===== src/rtl/PairHMMPackage.sv =====
// Shared types and AXI constants for the PairHMM workgroup job/data and result paths.
// No state; one helper that builds write strobes from a lane count.
package PairHMMPackage;

    localparam int RESULT_WIDTH       = 64;
    localparam int RESULT_BYTES       = RESULT_WIDTH / 8;
    localparam int AXI_DATA_WIDTH     = 512;
    localparam int AXI_BYTES_PER_WORD = AXI_DATA_WIDTH / 8;
    localparam int AXI_ADDR_WIDTH     = 64;
    localparam int AXI_ID_WIDTH       = 4;
    localparam int LANES              = AXI_DATA_WIDTH / RESULT_WIDTH;
    localparam int SLOT_CNT_W         = $clog2(LANES) + 1;

    localparam logic [1:0] AXI_RESP_OKAY  = 2'b00;
    localparam logic [2:0] AXI_SIZE_64B   = 3'b110;
    localparam logic [1:0] AXI_BURST_INCR = 2'b01;

    typedef struct packed {
        logic [31:0] id;
        logic [31:0] likelihood;
    } result_t;

    function automatic logic [AXI_BYTES_PER_WORD-1:0] lane_strb(input int n_lanes);
        logic [AXI_BYTES_PER_WORD-1:0] s;
        s = '0;
        for (int i = 0; i < LANES; i++) begin
            if (i < n_lanes) s[i*RESULT_BYTES +: RESULT_BYTES] = '1;
        end
        return s;
    endfunction

endpackage


===== src/rtl/cl_result_packer.sv =====
// Slot buffer: packs accepted results into 64-bit lanes, low lane first, and holds the
// captured word (data, lane count, strobes) stable until cleared after its B response.
module cl_result_packer
    import PairHMMPackage::*;
(
    input  logic                          i_clk,
    input  logic                          i_rst,
    input  logic                          i_accept,
    input  result_t                       i_result,
    input  logic                          i_capture,
    input  logic                          i_clear,
    output logic [SLOT_CNT_W-1:0]         o_slot_cnt,
    output logic [SLOT_CNT_W-1:0]         o_cnt_after,
    output logic [SLOT_CNT_W-1:0]         o_wcount,
    output logic [AXI_DATA_WIDTH-1:0]     o_wdata,
    output logic [AXI_BYTES_PER_WORD-1:0] o_wstrb
);

    logic [LANES-1:0][RESULT_WIDTH-1:0] r_slots;
    logic [SLOT_CNT_W-1:0]              r_slot_cnt;
    logic [SLOT_CNT_W-1:0]              r_wcount;
    logic [SLOT_CNT_W-1:0]              w_cnt_after;
    logic [SLOT_CNT_W-2:0]              w_lane;

    assign w_lane      = r_slot_cnt[SLOT_CNT_W-2:0];
    assign w_cnt_after = r_slot_cnt + SLOT_CNT_W'(i_accept);

    // Lanes are zeroed once the word is retired so a later partial word carries zeros above its count.
    always_ff @(posedge i_clk or posedge i_rst) begin
        if (i_rst) begin
            r_slots    <= '0;
            r_slot_cnt <= '0;
            r_wcount   <= '0;
        end else begin
            if (i_clear) begin
                r_slots <= '0;
            end else if (i_accept) begin
                r_slots[w_lane] <= i_result;
            end
            if (i_capture) begin
                r_wcount   <= w_cnt_after;
                r_slot_cnt <= '0;
            end else if (i_accept) begin
                r_slot_cnt <= w_cnt_after;
            end
        end
    end

    assign o_slot_cnt  = r_slot_cnt;
    assign o_cnt_after = w_cnt_after;
    assign o_wcount    = r_wcount;
    assign o_wdata     = r_slots;
    assign o_wstrb     = lane_strb(int'(r_wcount));

endmodule


===== src/rtl/cl_result_writer.sv =====
// Packs job results into 512-bit words and writes them to a DDR ring over AXI AW/W/B.
// Full word reaches AW/W one cycle after the 8th accept; tready is low from capture until B.
module cl_result_writer
    import PairHMMPackage::*;
#(
    parameter int RESULTS_PER_WORD = AXI_DATA_WIDTH / RESULT_WIDTH,
    parameter int RING_SIZE_BYTES  = 65536,
    parameter int FLUSH_TIMEOUT    = 1024,
    parameter int DEBUG_VERBOSITY  = 0
) (
    input  logic                          clock_i,
    input  logic                          reset_i,
    input  logic                          i_result_tvalid,
    output logic                          o_result_tready,
    input  result_t                       i_result_tdata,
    output logic [AXI_ID_WIDTH-1:0]       o_axi_awid,
    output logic [AXI_ADDR_WIDTH-1:0]     o_axi_awaddr,
    output logic [7:0]                    o_axi_awlen,
    output logic [2:0]                    o_axi_awsize,
    output logic [1:0]                    o_axi_awburst,
    output logic                          o_axi_awvalid,
    input  logic                          i_axi_awready,
    output logic [AXI_DATA_WIDTH-1:0]     o_axi_wdata,
    output logic [AXI_BYTES_PER_WORD-1:0] o_axi_wstrb,
    output logic                          o_axi_wlast,
    output logic                          o_axi_wvalid,
    input  logic                          i_axi_wready,
    input  logic                          i_axi_bvalid,
    input  logic [1:0]                    i_axi_bresp,
    output logic                          o_axi_bready,
    output logic                          o_axi_arvalid,
    output logic                          o_axi_rready,
    input  logic [AXI_ADDR_WIDTH-1:0]     base_addr_i,
    input  logic                          flush_i,
    output logic                          busy_o,
    output logic [31:0]                   results_written_o,
    output logic                          error_o
);

    if (RESULTS_PER_WORD != LANES || RING_SIZE_BYTES < AXI_BYTES_PER_WORD ||
        (RING_SIZE_BYTES & (RING_SIZE_BYTES - 1)) != 0 || FLUSH_TIMEOUT < 0 ||
        DEBUG_VERBOSITY < 0) begin : g_bad_params
        $error("cl_result_writer: unsupported parameter combination");
    end

    localparam int OFF_W = $clog2(RING_SIZE_BYTES);
    localparam int TO_W  = (FLUSH_TIMEOUT > 1) ? $clog2(FLUSH_TIMEOUT) : 1;

    localparam logic [1:0] ST_COLLECT = 2'd0;
    localparam logic [1:0] ST_WRITE   = 2'd1;
    localparam logic [1:0] ST_WAIT_B  = 2'd2;

    logic [1:0]        r_state;
    logic              r_aw_done;
    logic              r_w_done;
    logic [OFF_W-1:0]  r_offset;
    logic [TO_W-1:0]   r_timeout;
    logic [31:0]       r_results_written;
    logic              r_error;

    logic                  w_accept;
    logic                  w_full;
    logic                  w_timeout_hit;
    logic                  w_capture;
    logic                  w_aw_fire;
    logic                  w_w_fire;
    logic                  w_write_done;
    logic                  w_b_fire;
    logic [SLOT_CNT_W-1:0] w_slot_cnt;
    logic [SLOT_CNT_W-1:0] w_cnt_after;
    logic [SLOT_CNT_W-1:0] w_wcount;

    assign w_accept      = i_result_tvalid && (r_state == ST_COLLECT);
    assign w_full        = w_accept && (w_cnt_after == SLOT_CNT_W'(RESULTS_PER_WORD));
    assign w_timeout_hit = (FLUSH_TIMEOUT != 0) && (r_timeout == TO_W'(FLUSH_TIMEOUT - 1));
    assign w_capture     = (r_state == ST_COLLECT) &&
                           (w_full || ((w_cnt_after != '0) && (flush_i || w_timeout_hit)));
    assign w_aw_fire     = o_axi_awvalid && i_axi_awready;
    assign w_w_fire      = o_axi_wvalid && i_axi_wready;
    assign w_write_done  = (r_aw_done || w_aw_fire) && (r_w_done || w_w_fire);
    assign w_b_fire      = (r_state == ST_WAIT_B) && i_axi_bvalid;

    cl_result_packer u_packer (
        .i_clk       (clock_i),
        .i_rst       (reset_i),
        .i_accept    (w_accept),
        .i_result    (i_result_tdata),
        .i_capture   (w_capture),
        .i_clear     (w_b_fire),
        .o_slot_cnt  (w_slot_cnt),
        .o_cnt_after (w_cnt_after),
        .o_wcount    (w_wcount),
        .o_wdata     (o_axi_wdata),
        .o_wstrb     (o_axi_wstrb)
    );

    always_ff @(posedge clock_i or posedge reset_i) begin
        if (reset_i) begin
            r_state           <= ST_COLLECT;
            r_aw_done         <= 1'b0;
            r_w_done          <= 1'b0;
            r_offset          <= '0;
            r_timeout         <= '0;
            r_results_written <= '0;
            r_error           <= 1'b0;
        end else begin
            case (r_state)
                ST_COLLECT: begin
                    if (w_capture) begin
                        r_state   <= ST_WRITE;
                        r_timeout <= '0;
                    end else if (w_accept) begin
                        r_timeout <= '0;
                    end else if (w_slot_cnt != '0) begin
                        r_timeout <= r_timeout + 1'b1;
                    end
                end
                ST_WRITE: begin
                    if (w_write_done) begin
                        r_state   <= ST_WAIT_B;
                        r_aw_done <= 1'b0;
                        r_w_done  <= 1'b0;
                    end else begin
                        if (w_aw_fire) r_aw_done <= 1'b1;
                        if (w_w_fire)  r_w_done  <= 1'b1;
                    end
                end
                ST_WAIT_B: begin
                    // The offset register is exactly log2(ring) bits wide, so the add wraps to 0 at the ring end.
                    if (i_axi_bvalid) begin
                        r_results_written <= r_results_written + 32'(w_wcount);
                        r_error           <= r_error || (i_axi_bresp != AXI_RESP_OKAY);
                        r_offset          <= r_offset + OFF_W'(AXI_BYTES_PER_WORD);
                        r_state           <= ST_COLLECT;
                    end
                end
                default: r_state <= ST_COLLECT;
            endcase
        end
    end

    assign o_result_tready   = (r_state == ST_COLLECT);
    assign o_axi_awvalid     = (r_state == ST_WRITE) && !r_aw_done;
    assign o_axi_wvalid      = (r_state == ST_WRITE) && !r_w_done;
    assign o_axi_awid        = '0;
    assign o_axi_awaddr      = base_addr_i + AXI_ADDR_WIDTH'(r_offset);
    assign o_axi_awlen       = 8'd0;
    assign o_axi_awsize      = AXI_SIZE_64B;
    assign o_axi_awburst     = AXI_BURST_INCR;
    assign o_axi_wlast       = 1'b1;
    assign o_axi_bready      = 1'b1;
    assign o_axi_arvalid     = 1'b0;
    assign o_axi_rready      = 1'b1;
    assign busy_o            = (r_state != ST_COLLECT) || (w_slot_cnt != '0);
    assign results_written_o = r_results_written;
    assign error_o           = r_error;

endmodule


===== config.mk =====
export PLATFORM = sky130hd
export DESIGN_NAME = cl_result_writer
export DESIGN_NICKNAME = d
export VERILOG_FILES = /design/src/rtl/PairHMMPackage.sv /design/src/rtl/cl_result_packer.sv /design/src/rtl/cl_result_writer.sv
export SDC_FILE = /design/constraint.sdc
export NUM_CORES = 1
export LEC_CHECK = 0
export BUFFER_PORTS_ARGS = -buffer_cell sky130_fd_sc_hd__buf_2
export CAP_MARGIN = 25
export CORE_AREA = 3 3 322 324
export CTS_CLUSTER_SIZE = 40
export DETAILED_ROUTE_END_ITERATION = 8
export DIE_AREA = 0 0 325 327
export HOLD_SLACK_MARGIN = 0.05
export PLACE_DENSITY_LB_ADDON = 0.08
export RECOVER_POWER = 25
export SLEW_MARGIN = 20
export SYNTH_ARGS = -nofsm -noshare
export SYNTH_HDL_FRONTEND = slang
export SYNTH_SLANG_ARGS = --single-unit

===== constraint.sdc =====
create_clock -name clock_i -period 20.6 [get_ports clock_i]
set_clock_uncertainty 0.15 [all_clocks]
set_input_delay 4.12 -clock clock_i [delete_from_list [all_inputs] [get_ports clock_i]]
set_output_delay 4.12 -clock clock_i [all_outputs]
set_load 0.01 [all_outputs]

==> summary.txt <==
status: finished with violations
failing checks: capacitance limit, slew limit
die area: 0.106 mm2
# DRC: 0
row count: 117
crit end category: asynchronous set/reset pin
die height: 327 um
CP Data Required Time: 21.12 ns
max cap viols: 4
count of cell types in the netlist: 57
Power, Total: 4040 uW
flops & latches, synth: 577
final hold violations: 0
routed wire length: 118 mm
setup_tns: 0 ns
worst hold margin: 0.311 ns
CP Launch Type: input port
Max Slew Vio Count: 254
gr usage total: 0.214
crit-path max FO: 108
DP HPWL: 80.6 mm
# IOs: 835
VDD IR max: 0.0000671 V
Avg WL per Cell: 23.8 um
CTS Sinks: 577
DRT iter0 DRCs: 1,575
predominant post-synthesis flop cell: dfrtp_1
Pleak: 0.0159 uW
most frequent cells in the layout: nand2_1 (1,013), buf_2 (657), dfrtp_1 (577)
mapped cell area: 0.0256 mm2
Tcrit/Tclk final: 0.530
Chip Width: 325 um
clock root cell: clkbuf_16
most common cell after layout, fill and taps aside: nand2_1
IO Port Bufs: 801
clock network power share: 0.325
Power Density: 124 mW/mm2
Inserted Clock Buffers: 74
Setup CP Type: input port to asynchronous set/reset pin
Psw: 1490 uW
post-synth top area cell: dfrtp_1
Data arrival, critical path: 11.44 ns
Yosys warnings: 0
Hold Path Class: register to register
post_cts resized: 0
worst slew pin tran: 5.11 ns
CTS clk-pin slew, worst paths: 0.06 ns
global-route wire length before repair: 169 mm
register area share after synthesis: 0.563
cts-stage hold buffer count: 0
clk_lat worst skew: 0.63 ns
area grow syn2layout: 26.6%
H-Tree Depth: 3
Congestion Overflow GR: 0
Setup Fix Bufs, Post-CTS: 0
vias per cell: 4.58
Initial Util: 0.253
via count: 22,600
Core ar.: 0.101 mm2
initial antenna violation count: 7
top cell type's share of synthesized area: 0.563
Detail Route Antenna Nets: 0
asr flop ratio synth: 1.00
part of the power in registers: 0.377
layout cells sized above 1: 0.233
combinational power share: 0.299
RSZ-0062 raised after global routing: no
TritonCTS clock tree: built
vias in the first global route: 22,500
Cells after Synth: 2,894
largest net degree at the start of global routing: 199
Final Wtd Congestion: 0.851
switch share: 0.370
Setup-failing EPs final: 0
largest cells by area after synthesis: dfrtp_1 (56%), nand2_1 (15%), a21oi_1 (9.5%)
Tmin final: 10.91 ns
Pint: 2540 uW
Initial DRT Pass Iterations: 5
Highest Clock Rate: 0.0916 GHz
fin nets: 3,667
Clock Path Buffers: 3
Util after Layout: 0.320
Post-synth EDFFs: 0
Slew HR: -2.42
synthesized area per cell: 8.85 um2
-- critical path, cell delays in order --
cell and delay [ns]:
buf_2 0.10, clkinvlp_2 2.78, clkbuf_1 2.44, buf_4 0.99, buf_4 0.73
-- logic make-up after synthesis --
family / count (synthesis) / share of synthesized area
and+or+nand+nor: 1265 / 0.200
AOI/OAI and AO/OA: 589 / 0.124
other: 2 / 0.000293
buffers and inverters: 342 / 0.0685
muxes: 1 / 0.000391
DFF: 577 / 0.563
adders and majority gates: 20 / 0.0104
xor gates and xnor gates: 98 / 0.0335
-- Yosys cell counts (11+ instances only) --
cell type  count
a21oi_1      488
a22oi_1       44
and3_1        16
buf_2         64
buf_4        104
clkbuf_1     141
dfrtp_1      577
ha_1          18
inv_1         25
nand2_1     1016
nand3_1       43
nand4_1       19
nor2_1        96
nor3_1        21
o21ai_0       11
xnor2_1       54
xor2_1        44
-- per-stage QoR --
step                      worst slack, ns  std cells  area, um2
after global routing                 8.29       4930      32400
after CTS                            9.81       4929      32600
after detailed placement             9.82       4802      30300
final                                9.69       4933      32400
after global placement               9.81       4798      30200
after floorplan                     0.187       2913      25700
-- layout make-up --
type                    instances  area, um2
fillers                     11000      69000
multi-input cells            1994       9620
clock buffers                 101       2120
inverters                      27        103
repair buffers                836       4160
flip-flops and latches        577      14400
diodes                          4       10.0
well taps                    1368       1710
clock inverters                26        280
-- flip-flops by register name, summed over array words and instances, names as in the netlist --
| signal | cells |
|---|---|
| r_state | 2 |
| results_written_o | 32 |
| u_packer.o_wcount | 4 |
| r_timeout | 10 |
| r_aw_done | 1 |
| r_offset | 10 |
| u_packer.o_slot_cnt | 4 |
| r_w_done | 1 |
| u_packer.o_wdata | 512 |
| error_o | 1 |
-- per-layer routing --
layer / GRT usage / routed length (um) / up-vias
li1: - / - / 10600
met2: 0.365 / 58000 / 728
met1: 0.262 / 47700 / 11100
met5: 0 / 12 / -
met4: 0.0661 / 3230 / 2
met3: 0.0617 / 8570 / 140
-- worst paths after layout --
check / cells past startpoint / slack (ns) / from / to
max reg2reg: 6 / 14.03 / r_state[1] / u_packer.o_wdata[209]
max: 5 / 9.69 / reset_i / u_packer.o_wdata[367]
min: 1 / 0.31 / results_written_o[31] / results_written_o[31]
max in group clock_i: 11 / 9.85 / base_addr_i[6] / o_axi_awaddr[46]
min reg2reg: 1 / 0.31 / results_written_o[31] / results_written_o[31]
min in group asynchronous: 2 / 4.87 / reset_i / u_packer.o_wdata[95]
-- power by group through the flow --
stage	Clock (uW)	Sequential, uW	Combinational, uW
floorplan	0	1630	562
global placement	0	1530	1260
detailed placement	0	1540	1250
CTS	1350	1520	1250
global route	1400	1550	1320
finish	1310	1520	1210
Note: power is estimated with default switching activity, not from simulation.
